## config.mk

```make
export PLATFORM = sky130hd
export DESIGN_NAME = mem_arbiter
export DESIGN_NICKNAME = d
export VERILOG_FILES = /design/src/rtl/mem_arbiter.sv
export SDC_FILE = /design/constraint.sdc
export NUM_CORES = 1
export LEC_CHECK = 0
export ABC_AREA = 0
export BUFFER_PORTS_ARGS = -buffer_cell sky130_fd_sc_hd__buf_4
export CORE_MARGIN = 1.5
export CORE_UTILIZATION = 30
export DETAILED_ROUTE_END_ITERATION = 8
export GPL_ROUTABILITY_DRIVEN = 0
export SYNTH_ARGS = -nofsm -noshare
export SYNTH_HDL_FRONTEND = slang
export SYNTH_SLANG_ARGS = --single-unit
```

## constraint.sdc

```tcl
create_clock -name clk -period 4.3 [get_ports clk]
set_clock_uncertainty 0.1 [all_clocks]
set_input_delay 0.86 -clock clk [delete_from_list [all_inputs] [get_ports clk]]
set_output_delay 0.86 -clock clk [all_outputs]
set_load 0.1 [all_outputs]
```

## src/rtl/mem_arbiter.sv

```systemverilog
// Shares one single-port memory between the IFU fetch port and the LSU data port.
// One outstanding req/gnt/rvalid transaction at a time; LSU has priority, bounded by IFU starvation.
module mem_arbiter #(
    parameter int unsigned ADDR_W     = 32,
    parameter int unsigned DATA_W     = 32,
    parameter int unsigned STARVE_MAX = 4
) (
    input  logic                clk,
    input  logic                rst,
    input  logic                flush_i,
    // IFU fetch port
    input  logic                if_req_i,
    input  logic [ADDR_W-1:0]   if_addr_i,
    output logic [DATA_W-1:0]   if_data_o,
    output logic                if_valid_o,
    output logic                stallreq_if_o,
    // LSU data port
    input  logic                ls_req_i,
    input  logic                ls_we_i,
    input  logic [DATA_W/8-1:0] ls_sel_i,
    input  logic [ADDR_W-1:0]   ls_addr_i,
    input  logic [DATA_W-1:0]   ls_wdata_i,
    output logic [DATA_W-1:0]   ls_rdata_o,
    output logic                ls_valid_o,
    output logic                stallreq_ls_o,
    // Memory bus
    output logic                mem_req_o,
    output logic                mem_we_o,
    output logic [DATA_W/8-1:0] mem_sel_o,
    output logic [ADDR_W-1:0]   mem_addr_o,
    output logic [DATA_W-1:0]   mem_wdata_o,
    input  logic                mem_gnt_i,
    input  logic                mem_rvalid_i,
    input  logic [DATA_W-1:0]   mem_rdata_i
);

    localparam int unsigned      CNT_W   = (STARVE_MAX > 0) ? $clog2(STARVE_MAX + 1) : 1;
    localparam logic [CNT_W-1:0] CNT_MAX = CNT_W'(STARVE_MAX);

    typedef enum logic [1:0] {StIdle, StReq, StWait} state_e;
    typedef enum logic [1:0] {OwnNone, OwnIf, OwnLs} owner_e;

    state_e           r_state;
    owner_e           r_owner;
    logic             r_kill;
    logic [CNT_W-1:0] r_starve_cnt;

    logic w_if_elig;
    logic w_ls_elig;
    logic w_if_win;
    logic w_ls_win;
    logic w_done;
    logic w_kill;

    // A requester is masked in its own completion cycle so the same request is not re-accepted.
    assign w_if_elig = if_req_i && !if_valid_o && !flush_i;
    assign w_ls_elig = ls_req_i && !ls_valid_o;
    assign w_if_win  = w_if_elig && (!w_ls_elig || (r_starve_cnt == CNT_MAX));
    assign w_ls_win  = w_ls_elig && !w_if_win;

    assign w_done = mem_rvalid_i && (((r_state == StReq) && mem_gnt_i) || (r_state == StWait));
    // A flush arriving on the response cycle still kills the fetch.
    assign w_kill = r_kill || flush_i;

    assign stallreq_if_o = if_req_i && !if_valid_o;
    assign stallreq_ls_o = ls_req_i && !ls_valid_o;

    always_ff @(posedge clk) begin
        if (rst) begin
            r_state      <= StIdle;
            r_owner      <= OwnNone;
            r_kill       <= 1'b0;
            r_starve_cnt <= '0;
            if_data_o    <= '0;
            if_valid_o   <= 1'b0;
            ls_rdata_o   <= '0;
            ls_valid_o   <= 1'b0;
            mem_req_o    <= 1'b0;
            mem_we_o     <= 1'b0;
            mem_sel_o    <= '0;
            mem_addr_o   <= '0;
            mem_wdata_o  <= '0;
        end else begin
            if_valid_o <= 1'b0;
            ls_valid_o <= 1'b0;

            unique case (r_state)
                StIdle: begin
                    if (w_if_win) begin
                        r_owner      <= OwnIf;
                        r_state      <= StReq;
                        r_kill       <= 1'b0;
                        r_starve_cnt <= '0;
                        mem_req_o    <= 1'b1;
                        mem_we_o     <= 1'b0;
                        mem_sel_o    <= '1;
                        mem_addr_o   <= if_addr_i;
                        mem_wdata_o  <= '0;
                    end else if (w_ls_win) begin
                        r_owner     <= OwnLs;
                        r_state     <= StReq;
                        r_kill      <= 1'b0;
                        mem_req_o   <= 1'b1;
                        mem_we_o    <= ls_we_i;
                        mem_sel_o   <= ls_sel_i;
                        mem_addr_o  <= ls_addr_i;
                        mem_wdata_o <= ls_wdata_i;
                        if (w_if_elig && (r_starve_cnt != CNT_MAX)) begin
                            r_starve_cnt <= r_starve_cnt + CNT_W'(1);
                        end
                    end
                end
                StReq: begin
                    if (flush_i && (r_owner == OwnIf)) begin
                        r_kill <= 1'b1;
                    end
                    if (mem_gnt_i) begin
                        mem_req_o <= 1'b0;
                        if (!mem_rvalid_i) begin
                            r_state <= StWait;
                        end
                    end
                end
                StWait: begin
                    if (flush_i && (r_owner == OwnIf)) begin
                        r_kill <= 1'b1;
                    end
                end
                default: r_state <= StIdle;
            endcase

            if (w_done) begin
                if (r_owner == OwnLs) begin
                    ls_valid_o <= 1'b1;
                    ls_rdata_o <= mem_we_o ? '0 : mem_rdata_i;
                end else if ((r_owner == OwnIf) && !w_kill) begin
                    if_valid_o <= 1'b1;
                    if_data_o  <= mem_rdata_i;
                end
                r_owner <= OwnNone;
                r_kill  <= 1'b0;
                r_state <= StIdle;
            end
        end
    end

endmodule

```

==> summary by stage, run 1 <==
Outcome
The run finished with clean final reports.

Worst setup path
In this design, the critical path's most frequently occurring cell is buf_4. The peak per-stage delay on the critical path is 310 ps. Traced cell by cell, the critical path runs through buf_4, nand2b_1, inv_1, buf_4. Of all nets on the critical path, the largest fanout is 5.

The worst endpoint required time is around 3300 ps. The buffer and inverter count on the worst path is 3. The critical path data arrival time is 1500 ps.

In this run the register-to-register setup slack is 1910 ps. For this design, the slowest cell found on the critical path is buf_4. Grouping stages by cell kind, the critical path spends the most delay in buffers and inverters. The category of the most critical setup path is in -> out.

The kind of launch point of the worst setup path is an input port. The worst setup path is captured at a primary output.

Logic synthesis
In the post-synthesis netlist, the biggest area contributors are dfxtp_1 (54%), nand2_1 (7.2%), a21oi_1 (6.6%), a221o_1 (6.0%), a22o_1 (5.4%). Yosys printed 0 warnings. For this run, the register share of the synthesized area comes to 54.3%. The per-instance average area after synthesis is 9.75 um2. Synthesis instantiated 36 different standard cells from the library. The cell area after technology mapping is approximately 5300 um2.

The top cell type by area accounts for 54.3% of the synthesized area. The biggest area contributor in the post-synthesis netlist is dfxtp_1. The synthesized netlist net count is 692. The number of standard cells after synthesis is 545.

After synthesis the netlist holds a flip-flop and latch count of 144.

STA
The max-slew violation count was 0. The tightest hold path in the finished design has a slack of 349 ps. Setup repair after global routing left no endpoint under its margin. At the pin with the least slew margin, the transition time is between 800 and 900 ps. The minimum clock period after layout is approximately 2500 ps. The count of final hold-check violations was 0. Adding up every negative setup slack in the final design gives 0 ps. The period utilization is 57.1%. The maximum clock rate is 0.407 GHz. The worst max-slew margin expressed relative to the limit is between 40% and 50%.

The final number of setup-violating endpoints is 0.

Clock network
The CTS clock-pin slew for the worst setup and hold paths is ~60 ps. At the later pin of the worst-skew pair, clock insertion delay measures 410 ps. The buffer type at the clock tree root is clkbuf_16. TritonCTS built the clock tree. The count of buffers added by post-CTS timing repair for setup is 0. The clock passes through at most 2 buffers.

The clock tree synthesis step divided the H-tree into 4 levels. Buffers inserted during clock tree synthesis total 17. Clock tree synthesis found a total of 144 sinks. In this run, post-CTS repair resized a total of 0 instances. In this run, post-CTS hold repair placed 0 buffers.

Drt
The DRC marker count from the first detailed-route iteration is 241. The final route contains 4968 vias. The routed wire length is about 17000 um.

The number of design rule violations left after detail routing is 0. The count of antenna-violating nets left after detailed routing is 0. The routed wirelength normalized by instance count is 16.3 um. Before antenna repair, the detailed router went through 4 iterations. The via density per instance is 4.75.

Floorplan
Pin placement for this block handled 278 I/O pins. In this run the vertical extent of the chip is between 100 and 150 um. The standard cell core area is 17300 um2.

The cell row count is 48. The die outline area is 18500 um2. For this configuration, the core starts out at a cell density of 30.7%. Measured along the x axis, the die boundary spans between 100 and 150 um.

Place
The count of input and output buffers is 277. The wire-length estimate of the detail-placed layout is 12200 um.

Cells and area
The number of diodes is 0. The area growth from synthesis to final layout is 53.7%. Of the cells placed in the final design, the portion with a size suffix greater than 1 is 39.8%.

The net total in the final layout is 955. Counting the fill cells in the layout gives 1711.

Global route
Entering global routing, the biggest net connects 74 pins. The number of antenna violations at the first check in global routing is 0. The via count of the first global-routing pass is 4755.

The aggregate global routing overflow is 0. The first-pass GRT wire length is 25300 um. The global routing usage summed across all routing layers is 17.7%.

Power and ir drop
The part of the power in registers is roughly 32%. The clock network power share is around 31%. Power spread over the standard cell area amounts to 599 nW/um2.

The leakage power is roughly 0.0036 uW. The peak supply drop is 0.457 mV. The design internal power is 2860 uW. The switching power is approximately 2000 uW. The net switching fraction of the power is 41.5%. The part of the power in combinational logic is 36.4%.

Job
The max-cap violation count is 0.

Worst hold path
The min-delay analysis places its worst path in the category reg -> reg.
## Yosys cell counts
cell type  instances
a21boi_0           2
a21o_1             2
a21oi_1           70
a221o_1           32
a22o_1            33
a22oi_1            1
a311oi_1           1
and2_0            21
and2_1            12
and3_1             1
and4b_1            2
and4bb_2           1
buf_2              7
buf_4              1
buf_6              5
clkbuf_1          29
dfxtp_1          144
ha_1               7
inv_1              6
mux2i_1            2
nand2_1          102
nand2b_1           5
nand3_1            2
nand3b_1          33
nand4b_1           1
nor2_1             7
nor2b_1            2
nor3_1             2
nor3b_1            1
nor4b_1            1
o2111a_1           1
o211ai_1           1
o21ai_0            2
o221a_2            4
or3b_4             1
or4bb_1            1
## metal layers
metal | up-vias | part of all wire, % | GRT usage, % | wire length [um]
met4 | 0 | 1.1 | 5.08 | 191
li1 | 2461 | - | - | -
met1 | 2308 | 41 | 21.0 | 6990
met2 | 187 | 49 | 29.6 | 8320
met5 | - | 0 | 0 | 0
met3 | 12 | 9.2 | 7.05 | 1570
## worst reg2reg max path, delay by kind of cell (launching register included)
kind	cells	cell delay (ps)
fa+ha+maj	1	270
flops	1	370
buf+inv	2	660
compound gates	2	560
simple gates	2	380
## final cells by class
cell class | instances | area [um2] | area share (%)
Clock inverter | 14 | 181 | 2.22
Timing Repair Buffer | 286 | 2150 | 26.3
Clock buffer | 18 | 439 | 5.38
Multi-Input combinational cell | 353 | 2210 | 27.1
Sequential cell | 144 | 2880 | 35.3
Tap cell | 225 | 282 | 3.45
Inverter | 6 | 22.5 | 0.276
## cells by family after synthesis
| group | Yosys count | share of synthesized area [%] |
|---|---|---|
| compound gates | 149 | 20.3 |
| buf+inv | 48 | 4.33 |
| fa+ha+maj | 7 | 1.65 |
| mux | 2 | 0.377 |
| flops | 144 | 54.2 |
| simple gates | 195 | 19.1 |
## state kept, by name, indices dropped and copies added, names as in the netlist, 2 cells and up
register / cells
mem_sel_o: 4
mem_addr_o: 32
r_owner: 2
mem_wdata_o: 32
r_starve_cnt: 3
if_data_o: 32
r_state: 2
ls_rdata_o: 32
## cells in the final DEF (no fill, tap or decap), drive strengths merged, types with 8 or more instances in the layout
cell type,synthesis,routed
nand2,102,102
inv,6,9
buf,13,286
and2,33,33
clkinv,0,8
clkbuf,29,18
dfxtp,144,144
a221o,32,32
a22o,33,33
nand3b,33,33
a21oi,70,70
## power by group through the flow
stage	clock network [uW]	registers [uW]	logic, uW
floorplan	0	2600	364
global placement	0	1610	1790
detailed placement	0	1610	1790
CTS	1570	1580	1790
global route	1630	1600	1840
finish	1530	1580	1780
## through the flow
step	util [%]	std cells	power, uW	instance area (um2)	setup slack [ps]
final	47.2	1046	4890	8170	1840
after global routing	47.2	1046	5070	8170	1730
after detailed placement	43.6	1014	3400	7550	1420
after CTS	47.2	1046	4950	8170	1850
after floorplan	-	545	2970	5310	1150
after global placement	43.6	1014	3400	7550	1440
## path summary, 6_finish.rpt
check,cells after the start,from,end
min reg2reg,2,ls_rdata_o[18]$_SDFFE_PP0P_,ls_rdata_o[18]$_SDFFE_PP0P_
max reg2reg,7,r_state[0]$_SDFFE_PP0P_,mem_addr_o[22]$_SDFFE_PP0P_
max,4,ls_req_i,stallreq_ls_o
min,2,ls_rdata_o[18]$_SDFFE_PP0P_,ls_rdata_o[18]$_SDFFE_PP0P_
(Power assumes the default switching activity.)
==> run 2, diff against run 1 <==
==> constraint.sdc (replaced) <==
create_clock -name clk -period 2.51 [get_ports clk]
set_clock_uncertainty 0.1 [all_clocks]
set_input_delay 0.502 -clock clk [delete_from_list [all_inputs] [get_ports clk]]
set_output_delay 0.502 -clock clk [all_outputs]
set_load 0.1 [all_outputs]
==> run 2 against run 1 <==
Flip-flop and latch count did not move. Clock-buffer cell count rose by 1. Global-route usage fell by 0.078 points. Routed wire length fell by 1.3%. Die area did not move. Cell area rose by 0.37%. Sequential power rose by 72%. Cell count rose by 0.19%. Critical path depth rose by 3. Largest cell class unchanged. Highest routed layer unchanged.
==> summary by stage, run 2 (synthesized netlist as in run 1, its figures left out) <==
Worst setup path
At the worst endpoint, the arrival time is 2420 ps. The beginning of the worst register-to-register path is r_state[1]$_SDFFE_PP0P_. The category of cells accounting for the largest share of critical-path delay is compound AO/OA/AOI/OAI gates. In this run the worst path has a maximum fanout of 65. The worst reg-to-reg path cell count is 7. The buffer and inverter count on the worst path is 2. On the critical path, the stage with the largest delay is an instance of dfxtp_1. The worst endpoint required time is 2720 ps. The end of the worst register-to-register path is mem_addr_o[15]$_SDFFE_PP0P_. The kind of launch point of the worst setup path is a flop. The peak per-stage delay on the critical path is approximately 330 ps. The critical path endpoint category is a flop. The number of cells on the critical path is 7. The termination of the worst setup path is mem_addr_o[15]$_SDFFE_PP0P_. The critical path goes through inv_1, ha_1, and4bb_2, a21o_1, nor2_4, buf_12, a221o_1. The category of the most critical setup path is reg -> reg. The register-to-register path setup slack is between 200 and 300 ps. The most critical setup path has its startpoint at r_state[1]$_SDFFE_PP0P_.

Clock network
The count of buffers added by post-CTS timing repair for setup is 0. TritonCTS built the clock tree. Gates resized during post-CTS repair numbered 0. The cell sitting at the root of the clock tree is a clkbuf_16.

CTS saw roughly 140 sinks. Clock-pin slew was measured on the worst setup and hold paths at approximately 70 ps. The clock tree synthesis step divided the H-tree into 4 levels. The insertion delay of the later-clocked pin in the worst-skew pair is roughly 410 ps.

The clock passes through at most 2 buffers. The number of buffers created by CTS is 17. The quantity of hold-fixing buffers added after cts is 0.

Global route
The aggregate global routing overflow is 0. The maximum number of pins on one net before global-route repair is 74. The first global-routing pass estimated 25100 um of wire. The number of antenna violations at the first check in global routing is 0. The global routing usage summed across all routing layers is 17.7%. The via count of the first global-routing pass came to 4711.

STA
The worst max-slew margin expressed relative to the limit is approximately 45%. Setup repair after global routing left no endpoint under its margin. The final setup TNS is 0 ps.

Setup violations remaining at the end of the flow were counted as 0. Timing would allow up to ~0.45 GHz. The final hold slack is 193 ps. The max-slew violation count is 0. The worst path needs 2210 ps of the cycle, external delays included.

Dividing the final minimum period by the clock period gives about nine tenths. At the pin with the least slew margin, the transition time is between 800 and 900 ps. The count of final hold-check violations is 0.

Cells and area
The filler cell count is 1713. From synthesis to final layout, the design area changed by 54.3%. Summing all flip-flop and latch instances after layout gives 2890 um2. The final standard cell area without fillers is slightly above 8000 um2. The non-filler instance count after layout is 1048. The net total in the final layout is 957. The multi-input combinational cells in the finished layout cover a total of ~2200 um2. The library cell used most frequently in the layout, excluding fill and tap cells, is buf_4.

The number of diodes is 0. The library cells used most frequently in the layout, excluding fill and tap cells, are buf_4 (286), dfxtp_1 (143), nand2_1 (102). The layout cell share with drive strength beyond 1 is 40.3%.

Drt
For this block, the routed nets add up to 16800 um of wire. The routed wirelength normalized by instance count is 16.1 um. The count of nets left with antenna violations once routing finished came out at 0.

The via density per instance is 4.73. For this run, design rule violations remaining after detail routing come to 0. The number of search-and-repair iterations in the first detailed-routing pass is 4. The overall via count from detail_route is 4961. In this run, the number of DRC markers left after iteration 0 of detailed routing was ~160.

Place
The count of buffers added on input and output ports is approximately 280. Summing all placed instances gives a cell area of approximately 7600 um2. The number of cells after detailed placement is 1016.

The half-perimeter wire length after detailed placement is approximately 12000 um.

Worst hold path
The worst hold-check path type is in -> reg.

Power and ir drop
The analysis attributes to cell leakage a power of 0.00358 uW. Power spread over the standard cell area amounts to 1020 nW/um2. IR analysis of the VDD net gives a maximum drop of approximately 0.56 mV. The total power is 8350 uW.

Floorplan
In this run the count of I/O pins placed on the die edge is 278. The chip width is ~140 um. The die outline area is 18500 um2. The cell row count is 48. The initial core utilization is 30.7%. The core region is 17300 um2.

From bottom edge to top edge, the die measures 136 um.

Outcome
The run finished with clean final reports.

Job
The max-cap violation count is 0.
[run 2: changes by cell type in the layout (fill, tap and decap cells not counted), sizes merged]
cell | previous run | this run
buf | 286 | 288
bufinv | 3 | 2
clkbuf | 18 | 19
clkinv | 8 | 4
clkinvlp | 0 | 2
inv | 9 | 11
[run 2: metal layers]
layer	up-vias	wire length (um)	global-route usage (%)
li1	2467	-	-
met1	2276	6790	20.0
met2	200	8090	29.3
met3	18	1680	7.49
met4	0	276	7.15
met5	-	0	0
[run 2: cell type report]
cell class	count	area share, %
multi-input cells	353	27.0
clock inverters	13	1.80
well taps	225	3.43
flip-flops and latches	144	35.2
inverters	6	0.321
clock buffers	19	5.53
repair buffers	288	26.7
[run 2: worst min-delay path by stage]
stage	from	endpoint	slack, ps	cells after the start
6_report	ls_wdata_i[28]	mem_wdata_o[28]$_SDFFE_PP0P_	190	2
5_1_grt	ls_wdata_i[22]	mem_wdata_o[22]$_SDFFE_PP0P_	180	2
3_3_place_gp	ls_rdata_o[22]$_SDFFE_PP0P_	ls_rdata_o[22]$_SDFFE_PP0P_	340	2
4_1_cts	ls_wdata_i[26]	mem_wdata_o[26]$_SDFFE_PP0P_	170	2
2_1_floorplan	r_state[1]$_SDFFE_PP0P_	r_state[1]$_SDFFE_PP0P_	350	2
3_5_place_dp	ls_rdata_o[23]$_SDFFE_PP0P_	ls_rdata_o[23]$_SDFFE_PP0P_	350	2
[run 2: report_power, final]
part,internal (uW),leakage (uW),switching [uW]
Combinational,757,0.00211,2310
Sequential,2550,0.00117,160
Clock,1540,0.000296,1040
[run 2: stage by stage]
| step | setup slack, ps | util [%] |
|---|---|---|
| floorplan | 83.3 | - |
| global route | 197 | 47.4 |
| CTS | 312 | 47.4 |
| global placement | 207 | 43.9 |
| finish | 300 | 47.4 |
| detailed placement | 185 | 43.9 |
